===== config.mk =====
export PLATFORM = sky130hd
export DESIGN_NAME = tick_counter_flat
export DESIGN_NICKNAME = d
export VERILOG_FILES = /design/src/rtl/tick_counter_pkg.sv /design/src/rtl/tick_counter_if.sv /design/src/rtl/tick_prescaler.sv /design/src/rtl/tick_counter.sv /design/src/flat_wrapper.sv
export SDC_FILE = /design/constraint.sdc
export NUM_CORES = 1
export LEC_CHECK = 0
export ABC_CLOCK_PERIOD_IN_PS = 4800
export BUFFER_PORTS_ARGS = -buffer_cell sky130_fd_sc_hd__buf_2
export CORE_ASPECT_RATIO = 0.8
export CORE_MARGIN = 4
export CORE_UTILIZATION = 60
export CTS_BUF_LIST = sky130_fd_sc_hd__clkbuf_16
export CTS_CLUSTER_DIAMETER = 120
export DETAILED_ROUTE_END_ITERATION = 6
export PLACE_DENSITY_LB_ADDON = 0.2
export SYNTH_ARGS = -nofsm -noshare
export SYNTH_HDL_FRONTEND = slang
export SYNTH_SLANG_ARGS = --single-unit

===== constraint.sdc =====
create_clock -name iCLK_50 -period 4.8 [get_ports iCLK_50]
set_clock_uncertainty 0.2 [all_clocks]
set_input_delay 0.72 -clock iCLK_50 [delete_from_list [all_inputs] [get_ports iCLK_50]]
set_output_delay 0.72 -clock iCLK_50 [all_outputs]
set_load 0.05 [all_outputs]

===== src/rtl/tick_counter_pkg.sv =====
// Shared constants and helpers for the tick_counter block.
// Optional input synchroniser is enabled by defining TICK_COUNTER_SYNC_EN.
package tick_counter_pkg;

  localparam logic DIR_UP    = 1'b1;
  localparam logic DIR_DOWN  = 1'b0;
  localparam logic MODE_WRAP = 1'b0;
  localparam logic MODE_SAT  = 1'b1;

  // Register width able to hold 0..value-1, never narrower than one bit.
  function automatic int clog2_min1(input int value);
    return (value <= 1) ? 1 : $clog2(value);
  endfunction

endpackage


===== src/rtl/tick_counter_if.sv =====
// Control and status bundle of tick_counter. All controls are level signals
// sampled on rising clock edges; there is no valid/ready handshake.
interface tick_counter_if #(
  parameter int WIDTH = 8
);
  logic             iEN;
  logic             iDIR;
  logic             iSAT;
  logic             iCLR;
  logic             iLOAD;
  logic [WIDTH-1:0] iLOAD_VAL;
  logic [WIDTH-1:0] oCOUNT;
  logic             oTICK;
  logic             oTC;

  modport master (
    output iEN, iDIR, iSAT, iCLR, iLOAD, iLOAD_VAL,
    input  oCOUNT, oTICK, oTC
  );

  modport slave (
    input  iEN, iDIR, iSAT, iCLR, iLOAD, iLOAD_VAL,
    output oCOUNT, oTICK, oTC
  );
endinterface


===== src/rtl/tick_prescaler.sv =====
// Free-running divide-by-DIV counter producing a single-cycle tick enable.
module tick_prescaler
  import tick_counter_pkg::*;
#(
  parameter int DIV = 1
) (
  input  logic iCLK_50,
  input  logic iRST,
  input  logic iCLR,
  output logic oTICK_INT
);
  localparam int             W    = clog2_min1(DIV);
  localparam logic [W-1:0]   LAST = W'(DIV - 1);

  logic [W-1:0] pre;

  // With DIV==1 LAST is 0, so the tick is asserted every cycle.
  assign oTICK_INT = (pre == LAST);

  always_ff @(posedge iCLK_50) begin
    if (iRST || iCLR) begin
      pre <= '0;
    end else if (oTICK_INT) begin
      pre <= '0;
    end else begin
      pre <= pre + W'(1);
    end
  end
endmodule


===== src/rtl/tick_counter.sv =====
// Tick-driven up/down counter with wrap/saturate, clear, load and terminal
// count. Define TICK_COUNTER_SYNC_EN to insert 2-flop input synchronisers.
module tick_counter
  import tick_counter_pkg::*;
#(
  parameter int CLK_HZ    = 50_000_000,
  parameter int TICK_HZ   = 1,
  parameter int WIDTH     = 8,
  parameter int MAX_COUNT = 2**WIDTH - 1
) (
  input logic          iCLK_50,
  input logic          iRST,
  tick_counter_if.slave bus
);
  localparam int               DIV   = CLK_HZ / TICK_HZ;
  localparam logic [WIDTH-1:0] MAX_V = WIDTH'(MAX_COUNT);

  logic en, dir, sat, clr, load;
  logic tick;
  logic [WIDTH-1:0] count;
  logic tick_q, tc_q;

`ifdef TICK_COUNTER_SYNC_EN
  logic [4:0] sync1, sync2;

  always_ff @(posedge iCLK_50) begin
    if (iRST) begin
      sync1 <= '0;
      sync2 <= '0;
    end else begin
      sync1 <= {bus.iEN, bus.iDIR, bus.iSAT, bus.iCLR, bus.iLOAD};
      sync2 <= sync1;
    end
  end

  assign {en, dir, sat, clr, load} = sync2;
`else
  assign {en, dir, sat, clr, load} = {bus.iEN, bus.iDIR, bus.iSAT, bus.iCLR, bus.iLOAD};
`endif

  tick_prescaler #(.DIV(DIV)) u_prescaler (
    .iCLK_50   (iCLK_50),
    .iRST      (iRST),
    .iCLR      (clr),
    .oTICK_INT (tick)
  );

  always_ff @(posedge iCLK_50) begin
    if (iRST || clr) begin
      count  <= '0;
      tick_q <= 1'b0;
      tc_q   <= 1'b0;
    end else begin
      tick_q <= tick;
      tc_q   <= 1'b0;
      if (load) begin
        // A tick landing on a load is consumed without stepping.
        count <= (bus.iLOAD_VAL > MAX_V) ? MAX_V : bus.iLOAD_VAL;
      end else if (tick && en) begin
        if (dir == DIR_UP) begin
          if (count == MAX_V) begin
            tc_q <= 1'b1;
            if (sat == MODE_WRAP) count <= '0;
          end else begin
            count <= count + WIDTH'(1);
          end
        end else begin
          if (count == '0) begin
            tc_q <= 1'b1;
            if (sat == MODE_WRAP) count <= MAX_V;
          end else begin
            count <= count - WIDTH'(1);
          end
        end
      end
    end
  end

  assign bus.oCOUNT = count;
  assign bus.oTICK  = tick_q;
  assign bus.oTC    = tc_q;
endmodule


===== src/flat_wrapper.sv =====
// flat-port wrapper written by rule: the top's interface ports become plain ports
module tick_counter_flat import tick_counter_pkg::*;
#(
  parameter int CLK_HZ    = 50_000_000,
  parameter int TICK_HZ   = 1,
  parameter int WIDTH     = 8,
  parameter int MAX_COUNT = 2**WIDTH - 1
)
  (iCLK_50, iRST, bus_iEN, bus_iDIR, bus_iSAT, bus_iCLR, bus_iLOAD, bus_iLOAD_VAL, bus_oCOUNT, bus_oTICK, bus_oTC);
  tick_counter_if #(.WIDTH(WIDTH)) bus_i ();
  input logic iCLK_50;
  input logic iRST;
  input wire logic [$bits(bus_i.iEN)-1:0] bus_iEN;
  input wire logic [$bits(bus_i.iDIR)-1:0] bus_iDIR;
  input wire logic [$bits(bus_i.iSAT)-1:0] bus_iSAT;
  input wire logic [$bits(bus_i.iCLR)-1:0] bus_iCLR;
  input wire logic [$bits(bus_i.iLOAD)-1:0] bus_iLOAD;
  input wire logic [$bits(bus_i.iLOAD_VAL)-1:0] bus_iLOAD_VAL;
  output wire logic [$bits(bus_i.oCOUNT)-1:0] bus_oCOUNT;
  output wire logic [$bits(bus_i.oTICK)-1:0] bus_oTICK;
  output wire logic [$bits(bus_i.oTC)-1:0] bus_oTC;
  assign bus_i.iEN = bus_iEN;
  assign bus_i.iDIR = bus_iDIR;
  assign bus_i.iSAT = bus_iSAT;
  assign bus_i.iCLR = bus_iCLR;
  assign bus_i.iLOAD = bus_iLOAD;
  assign bus_i.iLOAD_VAL = bus_iLOAD_VAL;
  assign bus_oCOUNT = bus_i.oCOUNT;
  assign bus_oTICK = bus_i.oTICK;
  assign bus_oTC = bus_i.oTC;
  tick_counter #(.CLK_HZ(CLK_HZ), .TICK_HZ(TICK_HZ), .WIDTH(WIDTH), .MAX_COUNT(MAX_COUNT)) u_core (.iCLK_50(iCLK_50), .iRST(iRST), .bus(bus_i));
endmodule

Word level (Yosys, flattened, before mapping)
Cells that the tools add are included.

word-level totals
  flip-flop bits (word level) = 36
  input port bits = 15
  logic and storage cells = 31

operators by class
  add/sub/neg operators = 3
  order comparisons = 1
  eq/ne operators = 4
  muxes and demuxes = 11
  bitwise operators = 1
  reduce and logical (&&, ||, !) cells = 7

operators with widths
  operator                                                            number
  8-bit two-way mux                                                   8
  26-bit by 1-bit adder with 26-bit output, second input constant     1
  26-bit == test, second input constant                               1
  8-bit by 1-bit adder with 8-bit output, second input constant       1
  8-bit == test, second input constant                                1
  8-bit > comparator, second input constant                           1
  8-bit zero test                                                     1
  4-bit != test, second input constant                                2
  8-bit by 1-bit subtractor with 8-bit output, second input constant  1
  1-bit two-way mux                                                   3
  3-bit AND reduction                                                 1
  3-bit OR reduction                                                  1
  2-bit nonzero test                                                  1
  2-bit OR reduction                                                  1
  1-bit logical AND                                                   1
  1-bit logical OR                                                    1
  1-bit NOT                                                           1

Longest topological paths before layout
  word-level depth = 5
  gate-level depth with buffers = 9

Cells and area by module
From an unflattened synthesis, not the netlist that was laid out.

second synthesis, totals
  cell total of the unflattened synthesis = 270
  area total of the unflattened synthesis = 2253.4 um2

by module, submodules not included
  module          instances  cells each  area an instance (um2)
  tick_prescaler  1          142         1268.7
  tick_counter    1          128         984.7

Worst setup path after synthesis
Ideal clock, no wire load.

  path kind = register to register
  start point = register u_core.count[0], in the netlist u_core.bus.oCOUNT[0]
  end point = register u_core.count[3], in the netlist u_core.bus.oCOUNT[3]
  setup time = 129 ps
  data arrival time = 2241 ps
  data required time = 4471 ps
  path slack = 2229 ps
  cell stages (with the launch flop) = 9
  buffers on the path = 0
  path through = dfxtp_1 > inv_1 > ha_1 > nor4b_1 > and2_1 > o21ai_1 > and3_1 > mux2i_1 > a31oi_1

between the ends
  word-level cells in the longest chain between the ends = 5
  elaborated cells on any way between the ends = 12
  classes of those cells = add/sub (2); eq/ne (3); mux (5); reduce/logical (2)

RTL lines
  what                                                                 RTL line                                text
  start, declared                                                      tick_counter.sv:20                      logic [WIDTH-1:0] count;
  start signal, assigned                                               tick_counter.sv:58                      count <= (bus.iLOAD_VAL > MAX_V) ? MAX_V : bus.iLOAD_VAL;
  start signal, assigned                                               tick_counter.sv:65                      count <= count + WIDTH'(1);
  start signal, assigned                                               tick_counter.sv:72                      count <= count - WIDTH'(1);
  8-bit by 1-bit subtractor with 8-bit output (tied with other cells)  tick_counter.sv:72
  8-bit two-way mux, on equally long branches                          tick_counter.sv:68, tick_counter.sv:61
  8-bit two-way mux                                                    tick_counter.sv:60                      if (dir == DIR_UP) begin
  8-bit two-way mux                                                    tick_counter.sv:59                      end else if (tick && en) begin
  8-bit two-way mux                                                    tick_counter.sv:56                      if (load) begin

Several ways; a longest one is shown, not always the timed one. The select of a mux whose other input is x is not followed.
A chain may end at the register's enable or synchronous reset.

Worst setup path after layout
  start point = register u_core.count[0], in the netlist u_core.bus.oCOUNT[0]
  end point = register u_core.count[7], in the netlist u_core.bus.oCOUNT[7]

Same word-level chain as after synthesis.

==> impl_metrics.tcl <==
set metrics [dict create \
    dieHeight_um 60.8 \
    ant_nets 0 \
    cp_max_fo 8 \
    drive_gt1_share_pct 15.8 \
    setup_slack_ns 2.21 \
    cts_root_buffer "clkbuf_16" \
    layout.cells.most_common "nor2_1" \
    min_path_type "flip-flop to flip-flop" \
    dieWidth_um 74.0 \
    placementRows 18 \
    slew_viol_final 0 \
    final_cell_mix "nor2_1 (37), dfxtp_1 (36), buf_2 (24)" \
    p_int_uw 511 \
    p_sw_uw 160 \
    hp-start "u_core.u_prescaler.pre[0]" \
    syn_inst 254 \
    synth-seq-cells 36 \
    critPathSlowestCell "nor4b_1" \
    grt_first_pass_wirelength_um 8120 \
    vias 1872 \
    fin_cells 313 \
    irDropWorstVdd_v 0.000260 \
    area_delta_synth_final_pct 10.9 \
    holdWs_ns 0.266 \
    required_ns 4.76 \
    n_fill_cell 275 \
    tightest_slew_ns 0.955 \
    r2r-end "u_core.bus.oCOUNT[7]" \
    dp.final_hpwl_um 3440 \
    portBuffers 24 \
    cts_buffer_depth 2 \
    grt_pass1_vias 1612 \
    dieArea_sq_um 4500 \
    ios 25 \
    switching_share_pct 23.8 \
    postCtsSetupRepairBufs 0 \
    rsz0062_at_grt "no" \
    gp_congestion 0.936 \
    crit_path_start_kind "flip-flop" \
    p_comb_share_pct 8.9 \
    post_cts_resized 0 \
    tns_ns 0 \
    drt-total-wl_um 4890 \
    drt_first_iter_violations 203 \
    critPathMaxStageDelay_ns 0.48 \
    gr-total-overflow 0 \
    setup_violations 0 \
    synth_area_sq_um 2090 \
    core-area_sq_um 3220 \
    start_util_pct 64.9 \
    synthArstFlopShare_pct 0 \
    timing.rr.start "u_core.bus.oCOUNT[0]" \
    insertion_delay_ns 0.28 \
    seqPwrFrac_pct 46.4 \
    htree_levels 2 \
    post-route-period-util_pct 54.0 \
    cts-hold-fix-buffers 0 \
    grt_antenna_before_repair 0 \
    cts.sink_count 36 \
    crit_chain "inv_1, ha_1, nor4b_1, and2_1, o21ai_1, and3_1, o211ai_1, a21oi_1" \
    p_leak_nw 0.815 \
    reg2reg_slack_ns 2.21 \
    powerDensity_nw_per_um2 289 \
    cts_tree "done" \
    grtUsageTotal_pct 23.7 \
    path_class "flip-flop to flip-flop" \
    drc 0 \
    wire_per_inst_um 15.6 \
    fin_nets 291 \
    clockPowerShare_pct 44.6 \
    critPathCaptureType "flip-flop" \
    synth_edf_count 0 \
    hold_end "u_core.u_prescaler.pre[0]" \
    cp.arrival_ns 2.55 \
    rr_worst_depth 8 \
    vias_per_cell 5.98 \
    relSlewSlack_pct 36.4 \
    cp_top_family "simple AND/OR/NAND/NOR gates" \
    place_inst 305 \
    status "complete, no violations" \
    ys.warnings.count 0 \
    fmax_ghz 0.386 \
    crit_buf_inv 1 \
    clkTransAtPathRegs_ns 0.05 \
    place_ws_ns 2.18 \
    drt_pass1_iterations 5 \
    antenna_cells 0 \
    seq_area_frac_synth_pct 34.5 \
    synth_nets 273 \
    cap_violations 0 \
    synthFlopType "dfxtp_1" \
    syn_area_per_cell_sq_um 8.23 \
    final-hold-violation-count 0 \
    grt_max_degree 27 \
    hold_depth 1 \
    yosysUniqueCellTypes 53 \
    period_needed_ns 2.59 \
    numCtsBuffers 5 \
]
## registers in the layout, summed over array words and instances, names as in the netlist
register and count:
u_core.bus.oCOUNT 8, u_core.bus.oTC 1, u_core.bus.oTICK 1, u_core.u_prescaler.pre 26
## synthesized netlist by cell type, drive strengths merged, types with 6 or more instances
cell type	number	share of area, %
o21ai	13	3.1
xor2	14	5.9
nor3	8	2.6
xnor2	12	5.0
nor2	37	6.6
and3	6	1.8
nand2	23	4.1
buf	10	3.2
nor4b	6	2.8
nand3	18	4.8
nand4	9	3.0
inv	7	1.3
dfxtp	36	34
## layer usage
metal / up-vias / GRT usage, % / wire (um)
met4: 0 / 9.04 / 78
met5: - / 0 / 0
met1: 826 / 35.7 / 2340
met3: 10 / 4.80 / 414
met2: 93 / 33.0 / 2050
li1: 943 / - / -
## cells by family (layout without fill, tap and decap cells)
logic type,Yosys count,in the layout,share of synthesized area (%)
muxes,2,2,0.958
adders and majority gates,4,4,2.40
AOI/OAI and AO/OA,39,39,13.0
buffers and inverters,21,40,5.21
xor gates and xnor gates,26,26,10.9
DFF,36,36,34.5
and+or+nand+nor,126,126,33.1
## power by group through the flow
stage          clock, mW  combinational (mW)  sequential, mW
6_report           0.299              0.0599           0.311
5_1_grt            0.320              0.0662           0.312
3_3_place_gp           0              0.0585           0.317
2_1_floorplan          0              0.0405           0.321
3_5_place_dp           0              0.0588           0.317
4_1_cts            0.302              0.0597           0.311
## worst max path at each step
stage                     slack [ns]                         end                       from  cells after the start
after floorplan                 2.23        u_core.bus.oCOUNT[3]       u_core.bus.oCOUNT[0]                      8
after global placement          2.19        u_core.bus.oCOUNT[3]                   bus_iDIR                      7
after CTS                       2.20  u_core.u_prescaler.pre[14]  u_core.u_prescaler.pre[0]                      6
after detailed placement        2.18  u_core.u_prescaler.pre[14]                   bus_iCLR                      4
final                           2.21        u_core.bus.oCOUNT[7]       u_core.bus.oCOUNT[0]                      8
after global routing            2.00  u_core.u_prescaler.pre[14]  u_core.u_prescaler.pre[0]                      6
## layout make-up
class	instances	area, sq um	area share [%]
clock buffer	5	125	5.40
multi-input combinational	197	1260	54.4
sequential	36	721	31.1
tap	40	50.0	2.16
clock inverter	3	11.3	0.486
timing repair buffer	24	120	5.18
inverter	8	30.0	1.30
## through the flow
step	area (sq um)	util, %	power (mW)
after global routing	2320	72.0	0.698
after floorplan	2090	-	0.361
after global placement	2180	67.7	0.375
after CTS	2320	72.0	0.673
final	2320	72.0	0.670
after detailed placement	2180	67.7	0.376
(Power assumes the default switching activity.)
